### src/rtl/bpb_update_ctrl_pkg.sv
// Shared types for the branch-prediction buffer update path.
// Contents: default BPB index width, word type, queued-update record,
// and the sweep/run state encodings used by the update controller.
package bpb_update_ctrl_pkg;

  localparam int BPB_ENTRY_WIDTH0 = 6;

  typedef logic [31:0] word_t;

  typedef struct packed {
    word_t pc;
    logic  taken;
  } bpb_update_t;

  localparam logic ST_SWEEP = 1'b0;
  localparam logic ST_RUN   = 1'b1;

endpackage

### src/rtl/bpb_update_fifo.sv
// Dual-enqueue, single-dequeue FIFO of BPB updates.
// Ports:
//   clk, rst      clock, asynchronous active-high reset
//   i_clear       synchronous empty (flush)
//   i_enq_valid   per-slot enqueue; slot 0 is written first
//   i_enq_data    per-slot update records
//   i_deq         pop the head this edge
//   o_head        current head record (valid only when o_count != 0)
//   o_count       number of stored entries
// The caller guarantees it never enqueues beyond the free space.
module bpb_update_fifo
  import bpb_update_ctrl_pkg::*;
#(
  parameter  int DEPTH = 4,
  localparam int PTR_W = $clog2(DEPTH),
  localparam int CNT_W = PTR_W + 1
) (
  input  logic                 clk,
  input  logic                 rst,
  input  logic                 i_clear,
  input  logic [1:0]           i_enq_valid,
  input  bpb_update_t [1:0]    i_enq_data,
  input  logic                 i_deq,
  output bpb_update_t          o_head,
  output logic [CNT_W-1:0]     o_count
);

  bpb_update_t      r_mem [DEPTH];
  logic [PTR_W-1:0] r_wr_ptr;
  logic [PTR_W-1:0] r_rd_ptr;
  logic [CNT_W-1:0] r_count;

  logic [1:0]       w_n_enq;
  logic [PTR_W-1:0] w_wr_ptr1;

  assign w_n_enq   = {1'b0, i_enq_valid[0]} + {1'b0, i_enq_valid[1]};
  // Slot 1 lands right behind slot 0 only when slot 0 is also written.
  assign w_wr_ptr1 = r_wr_ptr + PTR_W'(i_enq_valid[0]);

  always_ff @(posedge clk or posedge rst) begin
    if (rst) begin
      r_wr_ptr <= '0;
      r_rd_ptr <= '0;
      r_count  <= '0;
    end else if (i_clear) begin
      r_wr_ptr <= '0;
      r_rd_ptr <= '0;
      r_count  <= '0;
    end else begin
      r_wr_ptr <= r_wr_ptr + PTR_W'(w_n_enq);
      r_rd_ptr <= r_rd_ptr + PTR_W'(i_deq);
      r_count  <= r_count + CNT_W'(w_n_enq) - CNT_W'(i_deq);
    end
  end

  // Storage needs no reset: the head is ignored while the count is zero.
  always_ff @(posedge clk) begin
    if (i_enq_valid[0]) r_mem[r_wr_ptr]  <= i_enq_data[0];
    if (i_enq_valid[1]) r_mem[w_wr_ptr1] <= i_enq_data[1];
  end

  assign o_head  = r_mem[r_rd_ptr];
  assign o_count = r_count;

endmodule

### src/rtl/bpb_update_ctrl.sv
// BPB update controller: queues up to two branch-commit updates per cycle
// and drains them one per cycle onto the shared line write path. After
// reset or a flush it sweeps every line clear with prediction held off.
// Ports:
//   clk, reset           clock, asynchronous active-high reset
//   stall                blocks the dequeue only
//   flush_req            pulse: restart the clearing sweep
//   commit_valid/pc/taken two commit slots, slot 0 program-older
//                        (commit_pc[31:0] is slot 0, [63:32] slot 1)
//   line_wen, line_clr   one-hot write / clear to the BPB lines
//   pc_commit, taken_commit  update currently presented
//   pred_enable          lookups valid
//   busy                 sweeping or queue non-empty
//   drop                 at least one commit discarded this cycle
module bpb_update_ctrl
  import bpb_update_ctrl_pkg::*;
#(
  parameter int ENTRY_WIDTH = BPB_ENTRY_WIDTH0,
  parameter int QUEUE_DEPTH = 4
) (
  input  logic                          clk,
  input  logic                          reset,
  input  logic                          stall,
  input  logic                          flush_req,
  input  logic [1:0]                    commit_valid,
  input  logic [63:0]                   commit_pc,
  input  logic [1:0]                    commit_taken,
  output logic [(1<<ENTRY_WIDTH)-1:0]   line_wen,
  output logic [(1<<ENTRY_WIDTH)-1:0]   line_clr,
  output logic [31:0]                   pc_commit,
  output logic                          taken_commit,
  output logic                          pred_enable,
  output logic                          busy,
  output logic                          drop
);

  localparam int NUM_LINES = 1 << ENTRY_WIDTH;
  localparam int CNT_W     = $clog2(QUEUE_DEPTH) + 1;

  logic                   r_state;
  logic [ENTRY_WIDTH-1:0] r_sweep_idx;

  bpb_update_t            w_head;
  bpb_update_t [1:0]      w_enq_data;
  logic [CNT_W-1:0]       w_count;
  logic                   w_run;
  logic                   w_has_head;
  logic                   w_deq;
  logic                   w_can_enq;
  logic [CNT_W:0]         w_free;
  logic [CNT_W:0]         w_need1;
  logic [1:0]             w_acc;
  logic [ENTRY_WIDTH-1:0] w_head_line;

  assign w_run      = (r_state == ST_RUN);
  assign w_has_head = (w_count != '0);
  assign w_deq      = w_run && w_has_head && !stall;

  // A slot freed by this cycle's dequeue is reusable in the same cycle.
  assign w_free    = (CNT_W+1)'(QUEUE_DEPTH) - {1'b0, w_count} + (CNT_W+1)'(w_deq);
  assign w_can_enq = w_run && !flush_req;
  // Slot 1 needs a second free entry only if slot 0 is also enqueuing.
  assign w_need1   = commit_valid[0] ? (CNT_W+1)'(2) : (CNT_W+1)'(1);
  assign w_acc[0]  = w_can_enq && commit_valid[0] && (w_free >= (CNT_W+1)'(1));
  assign w_acc[1]  = w_can_enq && commit_valid[1] && (w_free >= w_need1);

  assign w_enq_data[0] = '{pc: commit_pc[31:0],  taken: commit_taken[0]};
  assign w_enq_data[1] = '{pc: commit_pc[63:32], taken: commit_taken[1]};

  bpb_update_fifo #(.DEPTH(QUEUE_DEPTH)) u_fifo (
    .clk         (clk),
    .rst         (reset),
    .i_clear     (flush_req),
    .i_enq_valid (w_acc),
    .i_enq_data  (w_enq_data),
    .i_deq       (w_deq),
    .o_head      (w_head),
    .o_count     (w_count)
  );

  always_ff @(posedge clk or posedge reset) begin
    if (reset) begin
      r_state     <= ST_SWEEP;
      r_sweep_idx <= '0;
    end else if (flush_req) begin
      r_state     <= ST_SWEEP;
      r_sweep_idx <= '0;
    end else if (!w_run) begin
      r_sweep_idx <= r_sweep_idx + 1'b1;
      if (r_sweep_idx == {ENTRY_WIDTH{1'b1}}) r_state <= ST_RUN;
    end
  end

  assign w_head_line = w_head.pc[ENTRY_WIDTH+1:2];

  assign line_wen     = w_deq ? (NUM_LINES'(1) << w_head_line) : '0;
  // Gated by reset so the clear and drop strobes read idle while reset is held.
  assign line_clr     = (!w_run && !reset) ? (NUM_LINES'(1) << r_sweep_idx) : '0;
  assign drop         = !reset && |(commit_valid & ~w_acc);
  assign pc_commit    = (w_run && w_has_head) ? w_head.pc : 32'd0;
  assign taken_commit = w_run && w_has_head && w_head.taken;
  assign pred_enable  = w_run;
  assign busy         = !w_run || w_has_head;

endmodule
### config.mk
export PLATFORM = sky130hd
export DESIGN_NAME = bpb_update_ctrl
export DESIGN_NICKNAME = d
export VERILOG_FILES = /design/src/rtl/bpb_update_ctrl_pkg.sv /design/src/rtl/bpb_update_fifo.sv /design/src/rtl/bpb_update_ctrl.sv
export SDC_FILE = /design/constraint.sdc
export NUM_CORES = 1
export LEC_CHECK = 0
export BUFFER_PORTS_ARGS = -buffer_cell sky130_fd_sc_hd__buf_2
export CORE_MARGIN = 1.5
export CORE_UTILIZATION = 56
export CTS_BUF_LIST = sky130_fd_sc_hd__clkbuf_2 sky130_fd_sc_hd__clkbuf_4 sky130_fd_sc_hd__clkbuf_8
export CTS_CLUSTER_DIAMETER = 60
export DETAILED_ROUTE_END_ITERATION = 8
export GPL_TIMING_DRIVEN = 0
export PLACE_DENSITY = 0.84
export SLEW_MARGIN = 10
export SYNTH_ARGS = -nofsm -noshare
export SYNTH_HDL_FRONTEND = slang
export SYNTH_SLANG_ARGS = --single-unit
### constraint.sdc
create_clock -name clk -period 6.8 [get_ports clk]
set_input_delay 1.36 -clock clk [delete_from_list [all_inputs] [get_ports clk]]
set_output_delay 1.36 -clock clk [all_outputs]
set_load 0.005 [all_outputs]
After elaboration in Yosys (flattened, before gate mapping)
Memory sizes are Yosys's and may differ from the RTL's.
Cells that the tools add are included.

word-level totals
  flip-flop bits (word level) = 14
  bits in writable memories = 132
  bits of input ports = 72
  output and inout port bits = 164
  word-level logic and storage cells = 56
  memories kept = 1

memories
  memory        words  bits a word  read ports  clocked after memory_dff  wr ports  line                   source
  u_fifo.r_mem  4      33           1           0                         2         bpb_update_fifo.sv:28  bpb_update_t r_mem [DEPTH];

operators by class
  add/subtract/negate cells = 9
  order comparisons = 2
  equality and inequality tests = 2
  shifts and indexed selects = 2
  mux-type cells = 16
  bitwise operators = 2
  reductions and logical operators = 17

operators with widths
  cell                    number
  $mux W64                2
  $shl A1 B6 Y64 const A  2
  $mux W32                1
  $mux W6                 2
  $logic_and A1 B1 Y1     10
  $mux W1                 7
  $add A6 B1 Y6 const B   1
  $eq A6 B6 Y1 const B    1
  $mux W2                 3
  $add A2 B1 Y2           2
  $add A4 B1 Y4           1
  $ge A4 B1 Y1 const B    1
  $ge A4 B2 Y1            1
  $logic_not A1 Y1        4
  $sub A3 B3 Y4 const A   1
  $add A3 B2 Y3           1
  $mux W3                 1
  $reduce_bool A3 Y1      1
  $sub A3 B1 Y3           1
  $add A1 B1 Y2           1
  $add A2 B2 Y2           1
  $and A2 B2 Y2           1
  $ne A2 B2 Y1 const B    1
  $not A2 Y2              1
  other kinds (2)         2

Depth between registers and ports, before layout
  depth in word-level cells = 10
  mapped depth = 16
  depth with buffers taken out = 16

By module
Synthesis repeated with hierarchy kept, for this count alone.

unflattened totals
  cells, all modules = 649
  area, all modules = 8530.7 sq um

by module, submodules not included
  module           instances  cells an instance  area each (sq um)  sequential area each (sq um)
  bpb_update_fifo  1          365                6884.1             4139.0
  bpb_update_ctrl  1          284                1646.6             175.2

Least setup slack after synthesis
No wires, ideal clock.

  path type = input to register
  start = input port stall
  end = memory u_fifo.r_mem[0][0] (netlist bit) (enable)
  library setup time = 377 ps
  data arrival time = 4279 ps
  required time = 6423 ps
  setup slack = 2144 ps
  stages on the path = 13
  path buffers = 1
  cells stage by stage = nor2_1 > inv_1 > ha_1 > inv_1 > ha_1 > nand4bb_1 > and2_1 > o311a_1 > ha_1 > nand3b_1 > nor3_4 > buf_6 > a31o_2

RTL lines
  element          line                   source
  start, declared  bpb_update_ctrl.sv:23  input logic stall,
  end, declared    bpb_update_fifo.sv:28

==> results.md <==
Power and ir drop:
- For this design the static power due to leakage is 4.43 nW.
- The internal portion of the total power is 1.37 mW.
- The share of total power dissipated in sequential elements is 0.559.
- The power share of the clock group is 0.370.
- The fraction of power spent switching nets is 0.219.
- Summed over all nets, the switching power comes to 0.384 mW.
- The ratio of total power to cell area is 164 mW/mm^2.
- Of the total power, combinational logic draws 0.071.
- The worst-case IR drop observed on VDD is 151 uV.
- Overall power consumption after layout is estimated at 1.75 mW.

Synthesis:
- Of the synthesized area, sequential elements account for 0.486.
- The share of async-settable or async-resettable flops after synthesis is 0.0959.
- The average cell area after synthesis is 13.6 sq um.
- The post-synthesis net count is 744.
- The most used flip-flop cell after synthesis is sky130_fd_sc_hd__edfxtp_1.
- The count of state elements after synthesis is 146.
- Yosys mapped the design onto 37 distinct sky130hd cell types.
- After technology mapping, the gate count stands at 654.
- The synthesized design contains 132 enable-type register cells.
- The synthesized area is 0.00888 sq mm.
- Yosys printed 0 warnings.

Final layout:
- In the final layout, the share of cells above drive strength 1 is 0.501.
- The final design instance area without fill is 0.0107 sq mm.
- The area added between synthesis and finish is 20.5%.
- The top cell types in the final layout, fill and taps aside, are sky130_fd_sc_hd__buf_2 (244), sky130_fd_sc_hd__nor2_1 (147), sky130_fd_sc_hd__edfxtp_1 (132).
- The finished layout holds 1133 standard cells, fillers aside.
- The number of nets in the final layout is 998.
- The final-layout fill cell count is 1120.
- Leaving out fill and tap cells, the most frequent cell in the layout is sky130_fd_sc_hd__buf_2.

Setup path:
- The worst-case reg-to-reg path depth is 14.
- The data required time of the worst path is 6.87 ns.
- The source of the worst register-to-register timing path is u_fifo.o_count[2].
- Setup slack on the worst reg-to-reg path comes out at 1.27 ns.
- The endpoint of the most critical register-to-register path is u_fifo.r_mem[2][7].
- The kind of end point of the critical path is a flop.
- The critical path start-end classification is reg -> reg.
- The arrival time of data at the critical path endpoint is 5.60 ns.
- Along the worst path, the maximum fanout reaches 33.
- The worst setup path is launched from a flop.

STA:
- On the final layout, the worst clock skew is 0.00695 ns.
- At the pin with the least slew margin, the transition time is 1.19 ns.
- The number of pins with negative max-slew slack in the final report is 0.
- The time the final worst path needs with I/O delays and setup is 5.53 ns.
- The number of endpoints failing setup at the final stage is 0.
- Final hold analysis gives a worst-case slack of 0.614 ns.
- Setup repair after global routing left no endpoint under its margin.
- The final number of hold-violating endpoints is 0.
- The max-slew headroom at the worst pin is 0.202.
- The highest clock frequency the design can meet is 0.181 GHz.
- Dividing the final minimum period by the clock period gives 0.813.
- The setup TNS after final layout is 0 ns.

Die:
- The chip height is 129 um.
- The number of standard-cell rows in the floorplan is 45.
- The initial standard-cell utilization of the core is 0.578.
- The total core area is 0.0154 sq mm.
- The width of the die is 129 um.
- The number of top-level pins is 236.
- The overall die area is 0.0166 sq mm.

Global routing:
- The pin count of the biggest net entering global routing is 34.
- The via count of the first global-routing pass is 5994.
- The initial antenna violation count is 1.
- The total congestion overflow after global routing is 0.
- The overall routing resource usage is 0.269.
- The wire length of the first global-routing pass is 32.7 mm.

CTS:
- The maximum count of clock buffers along a single path is 2.
- The total setup buffers inserted after CTS is 0.
- The clock network latency to the later pin of the worst-skew pair is 0.45 ns.
- TritonCTS built the clock tree.
- Clock tree synthesis inserted a total of 17 buffers.
- The number of H-tree levels is 4.
- The hold buffer count at CTS is 0.
- The number of gates resized after CTS was 0.
- The number of clock sinks is 146.
- After clock tree synthesis, the clock-pin slew on the worst setup and hold paths is 0.07 ns.
- The clock root buffer is sky130_fd_sc_hd__clkbuf_8.

Placement:
- The post-detailed-placement cell area is 0.0103 sq mm.
- The global placement routability congestion is 0.839.
- In this run, placement finished with an instance count of 1100.
- During placement, the flow inserted port buffers numbering 235.
- The wire-length estimate of the detail-placed layout is 15.9 mm.

Route:
- The first TritonRoute pass finished after 4 iterations.
- Using the TritonRoute via totals, the vias-per-cell ratio works out to 5.47.
- After detailed routing, the number of remaining DRC violations is 0.
- The iteration-0 DRC count of the detailed router is 411.
- The count of nets left with antenna violations once routing finished came out at 0.
- Summed over all layers, the routed wires come to 22.2 mm.
- Dividing the detail-routed wire length by the instance count gives 19.6 um.
- The detailed router placed 6203 vias in this run.

Flow run:
- Across the run, the number of max-cap violations was 0.

Hold path:
- The instance count along the most critical hold path is 2.
- The startpoint of the lowest-slack hold path is r_sweep_idx[1].
- The classification of the worst-slack hold path is reg -> reg.
- For hold timing, the worst endpoint is r_sweep_idx[1].

Status:
- The run finished with clean final reports.
[worst max-delay path by stage]
stage | to | slack, ns | start
detailed placement | u_fifo.r_mem[2][11] | 1.23 | u_fifo.o_count[2]
finish | u_fifo.r_mem[2][7] | 1.27 | u_fifo.o_count[2]
CTS | u_fifo.r_mem[2][7] | 1.22 | u_fifo.o_count[2]
global route | u_fifo.r_mem[2][7] | 0.91 | u_fifo.o_count[2]
floorplan | u_fifo.r_mem[0][0] | 2.14 | stall
global placement | u_fifo.r_mem[2][11] | 1.32 | u_fifo.o_count[2]
[per-stage QoR]
step | setup slack [ns] | util
2_1_floorplan | 2.14 | -
3_3_place_gp | 1.32 | 0.671
3_5_place_dp | 1.23 | 0.671
4_1_cts | 1.22 | 0.696
5_1_grt | 0.907 | 0.696
6_report | 1.27 | 0.696
[Yosys cell counts, types with 3 or more instances]
master | count | area, sq um
sky130_fd_sc_hd__mux2_2 | 16 | 180
sky130_fd_sc_hd__nor2_1 | 147 | 552
sky130_fd_sc_hd__dfrtp_1 | 14 | 350
sky130_fd_sc_hd__xor2_1 | 3 | 26.3
sky130_fd_sc_hd__buf_2 | 9 | 45.0
sky130_fd_sc_hd__nand2_1 | 32 | 120
sky130_fd_sc_hd__nand2b_1 | 5 | 31.3
sky130_fd_sc_hd__nor2b_1 | 42 | 263
sky130_fd_sc_hd__xnor2_1 | 8 | 70.1
sky130_fd_sc_hd__buf_6 | 12 | 135
sky130_fd_sc_hd__clkbuf_1 | 15 | 56.3
sky130_fd_sc_hd__nand3b_1 | 3 | 22.5
sky130_fd_sc_hd__and2_1 | 3 | 18.8
sky130_fd_sc_hd__nor3_4 | 4 | 65.1
sky130_fd_sc_hd__mux2_4 | 116 | 1740
sky130_fd_sc_hd__ha_1 | 17 | 213
sky130_fd_sc_hd__a31o_2 | 4 | 35.0
sky130_fd_sc_hd__nand3_1 | 7 | 35.0
sky130_fd_sc_hd__inv_1 | 14 | 52.6
sky130_fd_sc_hd__nor3_1 | 3 | 15.0
sky130_fd_sc_hd__edfxtp_1 | 132 | 3960
sky130_fd_sc_hd__mux4_2 | 33 | 743
[worst max-delay path, stage by stage (launching register included)]
cell	delay, ns
sky130_fd_sc_hd__dfrtp_1	0.43
sky130_fd_sc_hd__o31ai_1	1.00
sky130_fd_sc_hd__nor2_1	0.27
sky130_fd_sc_hd__inv_1	0.12
sky130_fd_sc_hd__ha_1	0.17
sky130_fd_sc_hd__inv_1	0.05
sky130_fd_sc_hd__ha_1	0.18
sky130_fd_sc_hd__or2_1	0.26
sky130_fd_sc_hd__and2_1	0.17
sky130_fd_sc_hd__o311a_1	0.38
sky130_fd_sc_hd__ha_1	0.31
sky130_fd_sc_hd__nand3b_1	0.27
sky130_fd_sc_hd__nor3_4	0.44
sky130_fd_sc_hd__buf_6	0.26
sky130_fd_sc_hd__a31o_2	0.83
[power groups by stage]
stage / Combinational [mW] / Clock (mW) / Sequential [mW]
2_1_floorplan: 0.0727 / 0 / 1.00
3_3_place_gp: 0.117 / 0 / 1.00
3_5_place_dp: 0.123 / 0 / 1.00
4_1_cts: 0.124 / 0.656 / 0.980
5_1_grt: 0.135 / 0.690 / 0.980
6_report: 0.125 / 0.649 / 0.980
[routing by layer]
layer / share of wire / global-route usage
met1: 0.40 / 0.304
met2: 0.52 / 0.499
met3: 0.059 / 0.0620
met4: 0.021 / 0.0905
met5: 0 / 0
[cells by family (layout without fill, tap and decap cells)]
logic type,after synthesis,in the layout,share of synthesized area
DFF,146,146,0.486
xor gates and xnor gates,11,11,0.0108
muxes,166,166,0.301
adders and majority gates,18,18,0.0262
other,0,1,0
and+or+nand+nor,251,251,0.131
AOI/OAI and AO/OA,10,10,0.0111
buffers and inverters,52,319,0.0338
[flip-flops by register name (all words and copies together), names as in the netlist]
signal,cells
u_fifo.r_mem,132
r_sweep_idx,6
u_fifo.o_count,3
u_fifo.r_rd_ptr,2
u_fifo.r_wr_ptr,2
pred_enable,1
[final cells by class]
class	count	area, sq um	share of cell area
diodes	1	2.50	0.000234
plain buffers	38	248	0.0232
clock buffers	17	234	0.0219
clock inverters	15	141	0.0132
inverters	14	52.6	0.00491
multi-input cells	456	4270	0.399
flip-flops and latches	146	4310	0.403
well taps	211	264	0.0247
repair buffers	235	1180	0.110
Note: power is estimated with default switching activity, not from simulation.
